File: config.mk
export PLATFORM = sky130hd
export DESIGN_NAME = ft245r_iq_loader
export DESIGN_NICKNAME = d
export VERILOG_FILES = /design/src/rtl/iqmod_pkg.sv /design/src/rtl/iq_byte_fifo.sv /design/src/rtl/ft245r_iq_loader.sv
export SDC_FILE = /design/constraint.sdc
export NUM_CORES = 1
export LEC_CHECK = 0
export BUFFER_PORTS_ARGS = -buffer_cell sky130_fd_sc_hd__buf_2
export CAP_MARGIN = 0
export CORE_ASPECT_RATIO = 1.4
export CORE_MARGIN = 2
export CORE_UTILIZATION = 40
export DETAILED_ROUTE_END_ITERATION = 8
export SYNTH_ARGS = -nofsm -noshare
export SYNTH_HDL_FRONTEND = slang
export SYNTH_HIERARCHICAL = 1
export SYNTH_SLANG_ARGS = --single-unit
File: constraint.sdc
create_clock -name clk -period 3.7 [get_ports clk]
set_input_delay 0.555 -clock clk [delete_from_list [all_inputs] [get_ports clk]]
set_output_delay 0.555 -clock clk [all_outputs]
set_load 0.05 [all_outputs]
File: src/rtl/iqmod_pkg.sv
// Shared definitions for the I/Q modulator datapath: nibble width, idle
// sample value and the FT245R read-sequencer state encoding.
package iqmod_pkg;

   localparam int IQ_W = 4;
   localparam int BYTE_W = 2 * IQ_W;

   localparam logic [BYTE_W-1:0] IQ_IDLE_DEF = 8'h88;

   typedef enum logic [1:0] {
      IDLE    = 2'd0,
      RD_LOW  = 2'd1,
      RD_HIGH = 2'd2
   } rd_state_t;

   function automatic logic [IQ_W-1:0] hi_nibble(input logic [BYTE_W-1:0] b);
      return b[BYTE_W-1:IQ_W];
   endfunction

   function automatic logic [IQ_W-1:0] lo_nibble(input logic [BYTE_W-1:0] b);
      return b[IQ_W-1:0];
   endfunction

endpackage

File: src/rtl/iq_byte_fifo.sv
// Single-clock byte FIFO with registered occupancy; dout always shows the
// head entry so a pop and its data use the same edge.
module iq_byte_fifo
   import iqmod_pkg::*;
#(
   parameter int FIFO_AW = 4
) (
   input  logic               clk,
   input  logic               rst,
   input  logic               push,
   input  logic               pop,
   input  logic [BYTE_W-1:0]  din,
   output logic [BYTE_W-1:0]  dout,
   output logic [FIFO_AW:0]   level,
   output logic               full,
   output logic               empty
);

   localparam int DEPTH = 2 ** FIFO_AW;
   localparam logic [FIFO_AW:0]   LVL_ONE  = 1;
   localparam logic [FIFO_AW:0]   LVL_FULL = DEPTH;
   localparam logic [FIFO_AW-1:0] PTR_ONE  = 1;

   logic [BYTE_W-1:0]  mem [DEPTH];
   logic [FIFO_AW-1:0] wr_ptr;
   logic [FIFO_AW-1:0] rd_ptr;
   logic               do_push;
   logic               do_pop;

   assign full    = (level == LVL_FULL);
   assign empty   = (level == '0);
   assign do_push = push && !full;
   assign do_pop  = pop && !empty;
   assign dout    = mem[rd_ptr];

   always_ff @(posedge clk) begin
      if (do_push) mem[wr_ptr] <= din;
   end

   always_ff @(posedge clk) begin
      if (rst) begin
         wr_ptr <= '0;
         rd_ptr <= '0;
         level  <= '0;
      end else begin
         if (do_push) wr_ptr <= wr_ptr + PTR_ONE;
         if (do_pop)  rd_ptr <= rd_ptr + PTR_ONE;
         case ({do_push, do_pop})
            2'b10:   level <= level + LVL_ONE;
            2'b01:   level <= level - LVL_ONE;
            default: level <= level;
         endcase
      end
   end

endmodule

File: src/rtl/ft245r_iq_loader.sv
// Reads bytes from an FT245R receive FIFO, buffers them, and releases them
// as 4-bit I/Q samples at a fixed rate for the modulator core.
module ft245r_iq_loader
   import iqmod_pkg::*;
#(
   parameter int                RD_LOW_CYC  = 4,
   parameter int                RD_HIGH_CYC = 4,
   parameter int                FIFO_AW     = 4,
   parameter int                SAMPLE_DIV  = 1000,
   parameter logic [BYTE_W-1:0] IQ_IDLE     = IQ_IDLE_DEF
) (
   input  logic              clk,
   input  logic              rst,
   input  logic [BYTE_W-1:0] usb_bus,
   input  logic              usb_rxf_,
   output logic              usb_rd_,
   output logic              usb_wr,
   output logic [IQ_W-1:0]   i,
   output logic [IQ_W-1:0]   q,
   output logic              sample_stb,
   output logic [FIFO_AW:0]  fifo_level,
   output logic              underrun
);

   localparam int PH_MAX = (RD_LOW_CYC > RD_HIGH_CYC) ? RD_LOW_CYC : RD_HIGH_CYC;
   localparam int PH_W   = $clog2(PH_MAX);
   localparam int DIV_W  = $clog2(SAMPLE_DIV);

   localparam logic [PH_W-1:0]  PH_ONE    = 1;
   localparam logic [PH_W-1:0]  LOW_LAST  = PH_W'(RD_LOW_CYC - 1);
   localparam logic [PH_W-1:0]  HIGH_LAST = PH_W'(RD_HIGH_CYC - 1);
   localparam logic [DIV_W-1:0] DIV_ONE   = 1;
   localparam logic [DIV_W-1:0] DIV_LAST  = DIV_W'(SAMPLE_DIV - 1);

   rd_state_t         state;
   logic [PH_W-1:0]   ph_cnt;
   logic              rxf_meta;
   logic              rxf_s;
   logic [DIV_W-1:0]  div_cnt;
   logic              tick;
   logic              push;
   logic              pop;
   logic [BYTE_W-1:0] fifo_dout;
   logic              fifo_full;
   logic              fifo_empty;

   assign usb_wr = 1'b0;

   // RXF# is asynchronous; inverted here so rxf_s is active-high.
   always_ff @(posedge clk) begin
      if (rst) begin
         rxf_meta <= 1'b0;
         rxf_s    <= 1'b0;
      end else begin
         rxf_meta <= ~usb_rxf_;
         rxf_s    <= rxf_meta;
      end
   end

   // A read, once started, always runs to completion; full is only
   // consulted in IDLE, and only pops can happen while RD# is low.
   always_ff @(posedge clk) begin
      if (rst) begin
         state   <= IDLE;
         ph_cnt  <= '0;
         usb_rd_ <= 1'b1;
      end else begin
         case (state)
            IDLE: begin
               if (rxf_s && !fifo_full) begin
                  state   <= RD_LOW;
                  ph_cnt  <= '0;
                  usb_rd_ <= 1'b0;
               end
            end
            RD_LOW: begin
               if (ph_cnt == LOW_LAST) begin
                  state   <= RD_HIGH;
                  ph_cnt  <= '0;
                  usb_rd_ <= 1'b1;
               end else begin
                  ph_cnt <= ph_cnt + PH_ONE;
               end
            end
            RD_HIGH: begin
               if (ph_cnt == HIGH_LAST) begin
                  state  <= IDLE;
                  ph_cnt <= '0;
               end else begin
                  ph_cnt <= ph_cnt + PH_ONE;
               end
            end
            default: begin
               state   <= IDLE;
               ph_cnt  <= '0;
               usb_rd_ <= 1'b1;
            end
         endcase
      end
   end

   assign push = (state == RD_LOW) && (ph_cnt == LOW_LAST);

   always_ff @(posedge clk) begin
      if (rst) div_cnt <= '0;
      else     div_cnt <= tick ? '0 : div_cnt + DIV_ONE;
   end

   assign tick = (div_cnt == DIV_LAST);
   assign pop  = tick && !fifo_empty;

   // On an empty tick the outputs hold their last sample.
   always_ff @(posedge clk) begin
      if (rst) begin
         i          <= hi_nibble(IQ_IDLE);
         q          <= lo_nibble(IQ_IDLE);
         sample_stb <= 1'b0;
         underrun   <= 1'b0;
      end else begin
         sample_stb <= pop;
         if (pop) begin
            i <= hi_nibble(fifo_dout);
            q <= lo_nibble(fifo_dout);
         end
         if (tick && fifo_empty) underrun <= 1'b1;
      end
   end

   iq_byte_fifo #(
      .FIFO_AW (FIFO_AW)
   ) u_fifo (
      .clk   (clk),
      .rst   (rst),
      .push  (push),
      .pop   (pop),
      .din   (usb_bus),
      .dout  (fifo_dout),
      .level (fifo_level),
      .full  (fifo_full),
      .empty (fifo_empty)
   );

endmodule

# Word level (Yosys, flattened, before mapping)
# Memory sizes are Yosys's and may differ from the RTL's. A register that Yosys moved wholly into a read port is not among the register bits.
# Cells that the tools add are included.
# word_totals
mem_bits_rw	128
mem_count	1
word_cells	58
inputBits	11
output_inout_bits	17
ff_bits	32
# classes
n_addsub	6
n_bitwise	2
n_mux	13
n_eq_ne	10
reduce_logical	15
# mem_list
name	depth	width	rd	rd_ports_with_merged_regs	write_ports	line_no	source
u_fifo.mem	16	8	1	1	1	iq_byte_fifo.sv:24	logic [BYTE_W-1:0] mem [DEPTH];
# ops
op	count
$add 10x1->10 const B	1
$eq 10x10->1 const B	1
$mux 2	5
$pmux 5 s2	1
$add 4x1->4 const B	2
$eq 2x2->1 const B	3
$logic_and 1x1->1	6
$ne 2x2->1 const B	3
$pmux 2 s3	1
$reduce_and 3->1	2
$add 5x1->5 const B	1
$eq 5x5->1 const B	1
$logic_not 5->1	1
$sub 5x1->5 const B	1
$eq 2x1->1 const B	2
$mux 1	4
$pmux 2 s2	1
$reduce_or 2->1	2
$pmux 1 s3	1
$add 2x1->2 const B	1
$logic_not 1->1	2
$logic_not 2->1	1
$not 1->1	2
$reduce_bool 2->1	1

# Logic depth before layout (Yosys ltp)
# Gate-level depths: netlist of the first run.
# logic_depth
ltp_word	6
depth_mapped	17
ltp_nobuf	12

# Hierarchy
# The synthesis of the first run kept the hierarchy.
# by_module_without_submodules
mod	seq_area_each_um2	cells_each	area_per_inst_um2	instances
iq_byte_fifo	4184.0	305	5974.5	1
ft245r_iq_loader	540.5	129	1166.1	1

# Worst setup path before layout of the first run
# No wires, ideal clock.
# synth_path
path_kind	register -> register
start	reg u_fifo.level[2]
end	reg u_fifo.level[2]
setup_ns	0.071
t_arrival_ns	3.705
stages_incl_launch_ff	18
period_less_slack_ns	3.776
t_required_ns	3.629
path_buffers	5
path_slack_ns	-0.076
cell_sequence	dfxtp_1 > buf_2 > or4_1 > buf_2 > nor2_1 > or4b_1 > buf_2 > buf_6 > inv_1 > o21ai_4 > inv_1 > ha_1 > clkbuf_1 > xor2_1 > ha_1 > o21a_1 > or4_1 > a21oi_1
# synth_between
elab_chain_len	6
word_cells_on_any_way	13
classes_between	add/sub (2); eq/ne (3); mux (1); reduce/logical (7)
# synth_lines
element	line_no	source
start: declaration	iq_byte_fifo.sv:14	output logic [FIFO_AW:0] level,
start signal: assignment	iq_byte_fifo.sv:49	2'b10: level <= level + LVL_ONE;
start signal: assignment	iq_byte_fifo.sv:50	2'b01: level <= level - LVL_ONE;
start signal: assignment	iq_byte_fifo.sv:51	default: level <= level;
$logic_not 5->1 (*)	iq_byte_fifo.sv:31	assign empty = (level == '0);
via fifo_empty	ft245r_iq_loader.sv:45	logic fifo_empty;
$logic_not 1->1 (*)	ft245r_iq_loader.sv:110	assign pop = tick && !fifo_empty;
$logic_and 1x1->1 (*)	ft245r_iq_loader.sv:110	
via pop	ft245r_iq_loader.sv:42	logic pop;
$logic_and 1x1->1 (*)	iq_byte_fifo.sv:33	assign do_pop = pop && !empty;
via u_fifo.do_pop	iq_byte_fifo.sv:28	logic do_pop;
$eq 2x1->1 / $eq 2x2->1 (equally long branches)	iq_byte_fifo.sv:48	case ({do_push, do_pop})
$pmux 5 s2 / $reduce_bool 2->1 (equally long branches)	-	
# Mark *: on every way through the listed nets, which the timed path passes. The rest lies on a longest branch.
# A chain may end at the register's enable or synchronous reset.

# Worst setup path in the final report of the first run
# layout_path
start	reg u_fifo.level[0]
end	reg u_fifo.level[2]
# Same word-level chain as after synthesis.

==> flow_summary.yaml, run 1 <==
run_status:
  status: "finished clean"
pwr:
  power_density_nw_per_um2: 491
  p_sw_mw: 0.800
  ir_drop_uv: 359
  p_leak_nw: 2.80
  p_int_mw: 3.17
  combPwrFrac: 0.028
  sw_frac_of_total: 0.201
  clkPwrFrac: 0.445
  p_seq_frac: 0.527
  finalPower_mw: 3.97
timing:
  finalSetupTns_ns: 0
  tightest_slew_ns: 0.925
  period_needed_ns: 3.39
  relSlewSlack: 0.381
  rsz0062_at_grt: "no"
  drv_slew: 0
  hold_violations: 0
  setup_viol: 0
  clock.fmax_ghz: 0.295
  fin_crit_sh: 0.917
  fin_skew_ns: 0.0190
clock_tree:
  tritoncts: "done"
  holdBufCountCts: 0
  clock_sinks: 172
  postCtsSetupBuffers: 0
  cts-root-buf: "clkbuf_16"
  cts_buffers: 17
  cts_resized: 0
  clk_latency_ns: 0.43
  cts_max_level: 4
  cts_buffer_depth: 2
  clkTransAtPathRegs_ns: 0.06
die:
  core-area_um2: 17400
  std_cell_rows: 57
  die-area_um2: 19000
  io_pins: 28
  start_util: 0.410
  die_width_um: 117
  die_y_um: 162
synth:
  syn-instance-count: 434
  syn-cell-area_um2: 7140
  synth_warnings: 6
  synthDistinctLibCells: 54
  ys_seq_area_frac: 0.662
  synth_area_leaders: "edfxtp_1 54%, dfxtp_1 12%, mux4_1 10%, mux4_2 3.8%, nor2_1 2.8%"
  synth_area_leader_cell: "edfxtp_1"
  synth_seq_cells: 172
  ys.flop_type: "edfxtp_1"
  async_flop_share: 0
  synth_nets: 459
  synth.top_cell.area_share: 0.538
  syn_avg_cell_area_um2: 16.5
  synth_edf_count: 128
detailed_routing:
  drc: 0
  first_pass_iters: 5
  antenna_left: 0
  drt-initial-drc-count: 210
  wl_um: 13100
  vias: 3718
  vias_per_cell: 5.22
  wl_per_cell_um: 18.3
final_layout:
  final_cell_mix: "128 x edfxtp_1, 53 x nor2_1, 41 x dfxtp_1, 28 x mux4_1, 26 x buf_2"
  final_common_cell: "edfxtp_1"
  layout-drive-gt1-share: 0.183
  fin_nets: 488
  antennaDiodeCount: 0
  areaGrowthSynthToFinish_pct: 13.4
worst_hold_path:
  hp-class: "input port to flop"
worst_setup_path:
  cp-start-kind: "flop"
  worstPathRequired_ns: 4.04
  worstPathArrival_ns: 3.73
  rrSetupSlack_ns: 0.31
  worst_setup_path_end_kind: "flop"
  setup.worst_path.class: "flop to flop"
  path_max_fanout: 12
grt:
  grt_util_all_layers: 0.149
  gr-total-overflow: 0
  antenna_found_initial: 0
  grt_max_degree: 47
  grt_pass1_vias: 3829
  grt_pass1_wl_um: 20700
place:
  globalplace.congestion: 0.786
  detailed_place_hpwl_um: 8980
  port_buffers: 26
job:
  cap_viol_max_count: 0
-- area by class of cell --
type | instances | area [um2]
Fill cell | 1511 | 9310
Sequential cell | 172 | 4730
Multi-Input combinational cell | 223 | 2220
Clock buffer | 25 | 561
Tap cell | 236 | 295
Timing Repair Buffer | 34 | 190
Inverter | 15 | 57.6
Clock inverter | 7 | 46.3
-- routing by layer --
metal / vias up / GRT usage / wire [um]
li1: 1739 / - / -
met1: 1902 / 0.173 / 5230
met2: 68 / 0.262 / 7210
met3: 9 / 0.0433 / 510
met4: 0 / 0.0471 / 106
met5: - / 0 / 0
-- critical path, cell delays in order, from the launching register on --
cell and delay [ns]:
dfxtp_1 0.43, or4_1 0.37, nor2_1 0.09, or4b_1 0.49
inv_1 0.18, o21ai_4 0.11, inv_1 0.07, ha_1 0.41
xor2_1 0.21, ha_1 0.21, nor3_1 0.08, or4_1 0.49
a21oi_1 0.16
-- synthesized netlist by cell type (9+ instances only) --
master / n
a21oi_1: 9
nor2_1: 53
mux2i_1: 12
nand2_1: 16
mux4_2: 12
inv_1: 14
edfxtp_1: 128
mux4_1: 28
nor3_1: 10
clkbuf_1: 11
xor2_1: 10
dfxtp_1: 44
ha_1: 14
-- sequential cells by signal (all words and copies together), names as in the netlist, named ones only --
name	count
u_fifo/mem	128
div_cnt	10
u_fifo/level	5
i	4
q	4
u_fifo/rd_ptr	4
u_fifo/wr_ptr	4
ph_cnt	2
state	2
rxf_meta	1
rxf_s	1
sample_stb	1
underrun	1
usb_rd_	1
-- cell families after synthesis --
kind of cell	Yosys count	synth area share
flip-flops	172	0.662
AND/OR/NAND/NOR	108	0.0736
multiplexers	52	0.158
buffers and inverters	39	0.0280
AO/OA/AOI/OAI	35	0.0380
adder cells (fa/ha/maj)	14	0.0245
XOR/XNOR	13	0.0159
other	1	0.000525
-- power groups by stage --
| stage | Sequential [mW] | Combinational, mW | Clock [mW] |
|---|---|---|---|
| 2_1_floorplan | 2.15 | 0.0639 | 0 |
| 3_3_place_gp | 2.14 | 0.108 | 0 |
| 3_5_place_dp | 2.14 | 0.114 | 0 |
| 4_1_cts | 2.10 | 0.114 | 1.81 |
| 5_1_grt | 2.10 | 0.126 | 1.89 |
| 6_report | 2.10 | 0.112 | 1.77 |
-- final timing paths --
check                                     from                            to  cells past startpoint
setup / recovery  u_fifo/level[0]$_SDFFE_PP0P_  u_fifo/level[2]$_SDFFE_PP0P_                     12
hold / removal                        usb_rxf_           rxf_meta$_SDFF_PP0_                      2
setup reg to reg  u_fifo/level[0]$_SDFFE_PP0P_  u_fifo/level[2]$_SDFFE_PP0P_                     12
hold reg to reg            rxf_meta$_SDFF_PP0_              rxf_s$_SDFF_PP0_                      1
-- stage by stage --
step           instance area (um2)   util  hold slack, ns  instances  setup WS (ns)
4_1_cts                       8090  0.465           0.259        712          0.337
6_report                      8090  0.465           0.287        712          0.307
3_3_place_gp                  7490  0.430           0.430        680          0.481
2_1_floorplan                 7140      -           0.414        434         0.0105
5_1_grt                       8090  0.465           0.269        712         0.0723
3_5_place_dp                  7490  0.430           0.447        680          0.348
(Power assumes the default switching activity.)
==> run 2: changes to the inputs <==
--- a/config.mk
+++ b/config.mk
@@ -11,6 +11,7 @@
 export CORE_MARGIN = 2
 export CORE_UTILIZATION = 40
 export DETAILED_ROUTE_END_ITERATION = 8
+export SETUP_SLACK_MARGIN = 0.4
 export SYNTH_ARGS = -nofsm -noshare
 export SYNTH_HDL_FRONTEND = slang
 export SYNTH_HIERARCHICAL = 1
==> run 2 against run 1 <==
  * Utilization is 0.10 points higher
  * Hold slack lost 0.010 ns
  * Clock skew is 0.012 ns lower
  * Register-to-register slack improved by 0.30 ns
==> flow_summary.yaml, run 2 (synthesis gave the netlist of run 1 again) <==
run_status:
  status: "finished clean"
detailed_routing:
  vias: 3750
  drt-initial-drc-count: 302
  antenna_left: 0
  wl_um: 13300
  vias_per_cell: 5.27
  drc: 0
  wl_per_cell_um: 18.7
  first_pass_iters: 4
pwr:
  p_leak_nw: 2.78
  power_density_nw_per_um2: 497
  finalPower_mw: 4.03
  ir_drop_uv: 304
place:
  detailed_place_hpwl_um: 8970
  globalplace.congestion: 0.781
  place_area_um2: 7490
  port_buffers: 26
final_layout:
  areaGrowthSynthToFinish_pct: 13.6
  final_common_cell: "edfxtp_1"
  final_cell_area_um2: 8110
  layout-drive-gt1-share: 0.194
  regMostFlops: "u_fifo/mem"
  antennaDiodeCount: 0
  regArea_um2: 4740
  reg.largest.list: "u_fifo/mem (128), div_cnt (10), u_fifo/level (5)"
  fill_cells: 1535
  multi_input_area_um2: 2230
  final_cell_mix: "128 x edfxtp_1, 53 x nor2_1, 39 x dfxtp_1, 28 x mux4_1, 26 x buf_2"
  fin_nets: 487
  largest_reg_flops: 128
timing:
  finalSetupTns_ns: 0
  rsz0062_at_grt: "no"
  setup_viol: 0
  hold_violations: 0
  fin_crit_sh: 0.835
  holdWs_ns: 0.277
  relSlewSlack: 0.382
  tightest_slew_ns: 0.924
  clock.fmax_ghz: 0.323
  period_needed_ns: 3.09
  drv_slew: 0
  fin_skew_ns: 0.00663
worst_setup_path:
  cp-start-kind: "flop"
  slowest_stage: "or4b_1"
  path_buf_inv: 2
  cpMostUsedCell: "ha_1"
  worst_setup_path_end_kind: "flop"
  path_delay_family: "simple AND/OR/NAND/NOR gates"
  cpPeakStageDelay_ns: 0.49
  worstPathArrival_ns: 3.43
  setup.worst_path.class: "flop to flop"
  worstPathRequired_ns: 4.04
  startpoint: "div_cnt[0]$_SDFF_PP0_"
  path_max_fanout: 12
  rr_startpoint: "div_cnt[0]$_SDFF_PP0_"
  crit_chain: "ha_1 -> and4bb_2 -> or4b_1 -> inv_2 -> o21ai_4 -> inv_1 -> ha_4 -> xor2_1 -> ha_1 -> nor3_1 -> or4_1 -> a21oi_1"
die:
  start_util: 0.410
  io_pins: 28
  die-area_um2: 19000
  std_cell_rows: 57
  die_y_um: 162
  die_width_um: 117
  core-area_um2: 17400
clock_tree:
  clk_latency_ns: 0.42
  cts_max_level: 4
  cts_buffer_depth: 2
  holdBufCountCts: 0
  cts-root-buf: "clkbuf_16"
  clkTransAtPathRegs_ns: 0.06
  clock_sinks: 172
  cts_buffers: 17
  tritoncts: "done"
grt:
  grt_util_all_layers: 0.150
  grt_max_degree: 47
  grt_pass1_vias: 3885
  gr-total-overflow: 0
  antenna_found_initial: 0
  grt_pass1_wl_um: 20900
worst_hold_path:
  hp-class: "input port to flop"
  hold_start: "usb_rxf_"
job:
  cap_viol_max_count: 0
==> run 2: cell type report <==
type	count	area share
clock buffer	17	0.0524
clock inverter	15	0.0230
inverter	15	0.00710
multi-input combinational	223	0.275
sequential	172	0.584
tap	236	0.0364
timing repair buffer	33	0.0225
==> run 2: report_power, final <==
part	internal, mW	total (mW)	switching, mW
Clock	1.07	1.82	0.749
Combinational	0.0345	0.112	0.0777
Sequential	2.08	2.09	0.0142
Total	3.19	4.03	0.840
==> run 2: worst paths after layout <==
check	depth (start not counted)	endpoint	slack [ns]
min	2	rxf_meta$_SDFF_PP0_	0.28
min reg2reg	1	div_cnt[0]$_SDFF_PP0_	0.45
max	12	u_fifo/level[2]$_SDFFE_PP0P_	0.61
max reg2reg	12	u_fifo/level[2]$_SDFFE_PP0P_	0.61
==> run 2: timing repair <==
item	4_1_cts	5_1_grt
setup endpoints to repair	0	1
gates resized for setup	0	2
setup buffers	0	0
==> run 2: per-layer routing <==
metal / up-vias / wire (um) / global-route usage
met2: 99 / 7080 / 0.265
met1: 1888 / 5510 / 0.175
met3: 16 / 479 / 0.0354
li1: 1747 / - / -
met4: 0 / 202 / 0.0556
met5: - / 0 / 0
==> run 2: stage by stage <==
step,setup WS [ns],cells,util
after floorplan,0.437,434,-
after global placement,0.512,679,0.430
after detailed placement,0.423,679,0.430
after CTS,0.417,711,0.465
after global routing,0.459,711,0.466
final,0.609,711,0.466
==> run 3: changes to the inputs <==
==> constraint.sdc (replaced) <==
create_clock -name clk -period 2.58 [get_ports clk]
set_input_delay 0.387 -clock clk [delete_from_list [all_inputs] [get_ports clk]]
set_output_delay 0.387 -clock clk [all_outputs]
set_load 0.05 [all_outputs]
==> run 3 against run 2 <==
  * The flow now finishes with violations (setup timing)
  * Sequential power grew 43%
  * First-iteration DRC count grew 40%
  * Non-clock buffer count increased by 40
  * Total power is 43% higher
  * Clock skew increased by 0.0026 ns
  * Utilization rose by 3.1 points
  * Maximum frequency grew 17%
  * Hold slack lost 0.18 ns
  * Via count is 4.4% higher
  * Die area stayed put
  * Final cell count increased by 5.6%
  * Critical path type unchanged
  * Critical endpoint unchanged
==> flow_summary.yaml, run 3 (synthesis gave the netlist of run 1 again) <==
die:
  start_util: 0.410
  die_y_um: 162
  std_cell_rows: 57
  die-area_um2: 19000
  core-area_um2: 17400
  die_width_um: 117
  io_pins: 28
final_layout:
  final_cell_mix: "128 x edfxtp_1, 42 x buf_4, 40 x nor2_1, 36 x dfxtp_1, 28 x mux4_1"
  antennaDiodeCount: 0
  final_common_cell: "edfxtp_1"
  fin_nets: 527
  layout-drive-gt1-share: 0.324
  fill_cells: 1482
  final_util: 0.497
  reg.largest.list: "u_fifo/mem (128), div_cnt (10), u_fifo/level (5)"
  largest_reg_flops: 128
  areaGrowthSynthToFinish_pct: 21.1
  regMostFlops: "u_fifo/mem"
clock_tree:
  cts_buffers: 17
  tritoncts: "done"
  clk_latency_ns: 0.43
  clkTransAtPathRegs_ns: 0.07
  cts-root-buf: "clkbuf_16"
  cts_max_level: 4
  clock_sinks: 172
  cts_buffer_depth: 2
worst_setup_path:
  path_max_fanout: 3
  worstPathArrival_ns: 2.99
  setup.worst_path.class: "flop to flop"
  path_depth: 12
  rr_startpoint: "div_cnt[0]$_SDFF_PP0_"
  cpMostUsedCell: "ha_4"
  cp-start-kind: "flop"
  crit_chain: "ha_4 -> and4bb_2 -> or4b_4 -> inv_4 -> o21ai_4 -> inv_2 -> ha_4 -> xor2_2 -> ha_4 -> nor3_1 -> or4_1 -> a21oi_1"
  cpPeakStageDelay_ns: 0.50
  slowest_stage: "or4b_4"
  worstPathRequired_ns: 2.93
  worst-r2r-cell-count: 12
  path_delay_family: "simple AND/OR/NAND/NOR gates"
  reg2reg_to: "u_fifo/level[2]$_SDFFE_PP0P_"
  rrSetupSlack_ns: -0.06
  path_buf_inv: 2
  worst_setup_path_end_kind: "flop"
pwr:
  power_density_nw_per_um2: 668
  ir_drop_uv: 383
  finalPower_mw: 5.78
  p_leak_nw: 3.04
timing:
  period_needed_ns: 2.64
  clock.fmax_ghz: 0.379
  finalWorstSetupSlack_ns: -0.0600
  tightest_slew_ns: 0.598
  fin_skew_ns: 0.00928
  relSlewSlack: 0.601
  hold_violations: 0
  holdWs_ns: 0.102
  fin_crit_sh: 1.02
  rsz0062_at_grt: "yes"
  setup_viol: 3
  drv_slew: 0
grt:
  grt_pass1_wl_um: 21600
  grt_pass1_vias: 3936
  grt_max_degree: 33
  grt_util_all_layers: 0.156
  antenna_found_initial: 0
  gr-total-overflow: 0
run_status:
  status: "complete, but fails checks"
  violations: "setup timing"
worst_hold_path:
  hold_start: "usb_rxf_"
  hp-class: "input port to flop"
  whs_path_depth: 2
  min_to: "rxf_meta$_SDFF_PP0_"
detailed_routing:
  drt-initial-drc-count: 424
  drc: 0
  vias_per_cell: 5.21
  first_pass_iters: 4
  wl_um: 14000
  wl_per_cell_um: 18.7
  vias: 3915
  antenna_left: 0
place:
  detailed_place_hpwl_um: 9200
  dpl_worst_slack_ns: -0.172
  globalplace.congestion: 0.778
  port_buffers: 26
job:
  cap_viol_max_count: 0
## run 3: how the worst max path moves through the flow
stage / start / end
after floorplan: u_fifo/level[2]$_SDFFE_PP0P_ / u_fifo/level[2]$_SDFFE_PP0P_
after global placement: div_cnt[0]$_SDFF_PP0_ / u_fifo/level[2]$_SDFFE_PP0P_
after detailed placement: div_cnt[0]$_SDFF_PP0_ / u_fifo/level[2]$_SDFFE_PP0P_
after CTS: div_cnt[0]$_SDFF_PP0_ / u_fifo/level[2]$_SDFFE_PP0P_
after global routing: div_cnt[0]$_SDFF_PP0_ / u_fifo/level[2]$_SDFFE_PP0P_
final: div_cnt[0]$_SDFF_PP0_ / u_fifo/level[2]$_SDFFE_PP0P_
## run 3: through the flow
step / instance area, um2 / std cells / TNS [ns]
6_report: 8640 / 751 / -0.105
5_1_grt: 8640 / 751 / -0.390
4_1_cts: 8520 / 744 / -0.152
3_5_place_dp: 7740 / 705 / -0.322
3_3_place_gp: 7740 / 705 / -0.159
2_1_floorplan: 7210 / 434 / -1.19
## run 3: report_power, final
group | leakage, nW | internal [mW] | switching [mW] | total [mW]
registers | 1.51 | 2.98 | 0.0139 | 2.99
clock network | 0.295 | 1.40 | 1.19 | 2.59
logic | 1.24 | 0.0639 | 0.128 | 0.192
## run 3: final cells by class
class                      instances  area [um2]  area share
sequential                       172        4750       0.549
multi-input combinational        223        2380       0.275
timing repair buffer              73         546      0.0631
clock buffer                      17         425      0.0492
tap                              236         295      0.0342
clock inverter                    15         193      0.0223
inverter                          15        60.1     0.00695
## run 3: worst reg2reg max path: stages (launching register included)
cell and delay (ns):
dfxtp_2 0.35, ha_4 0.13, and4bb_2 0.23, or4b_4 0.50, inv_4 0.09, o21ai_4 0.05, inv_2 0.06, ha_4 0.14
xor2_2 0.19, ha_4 0.17, nor3_1 0.05, or4_1 0.47, a21oi_1 0.13
## run 3: timing repair
item,4_1_cts,5_1_grt
pin swaps,7,5
setup endpoints to repair,113,11
hold buffers,0,0
buffers inserted,7,6
gates resized for setup,30,7
cloned,0,1
## run 3: metal layers
layer | up-vias | global-route usage | wire (um)
li1 | 1831 | - | -
met1 | 1972 | 0.177 | 5490
met2 | 89 | 0.274 | 7690
met3 | 23 | 0.0448 | 544
met4 | 0 | 0.0610 | 297
met5 | - | 0 | 0
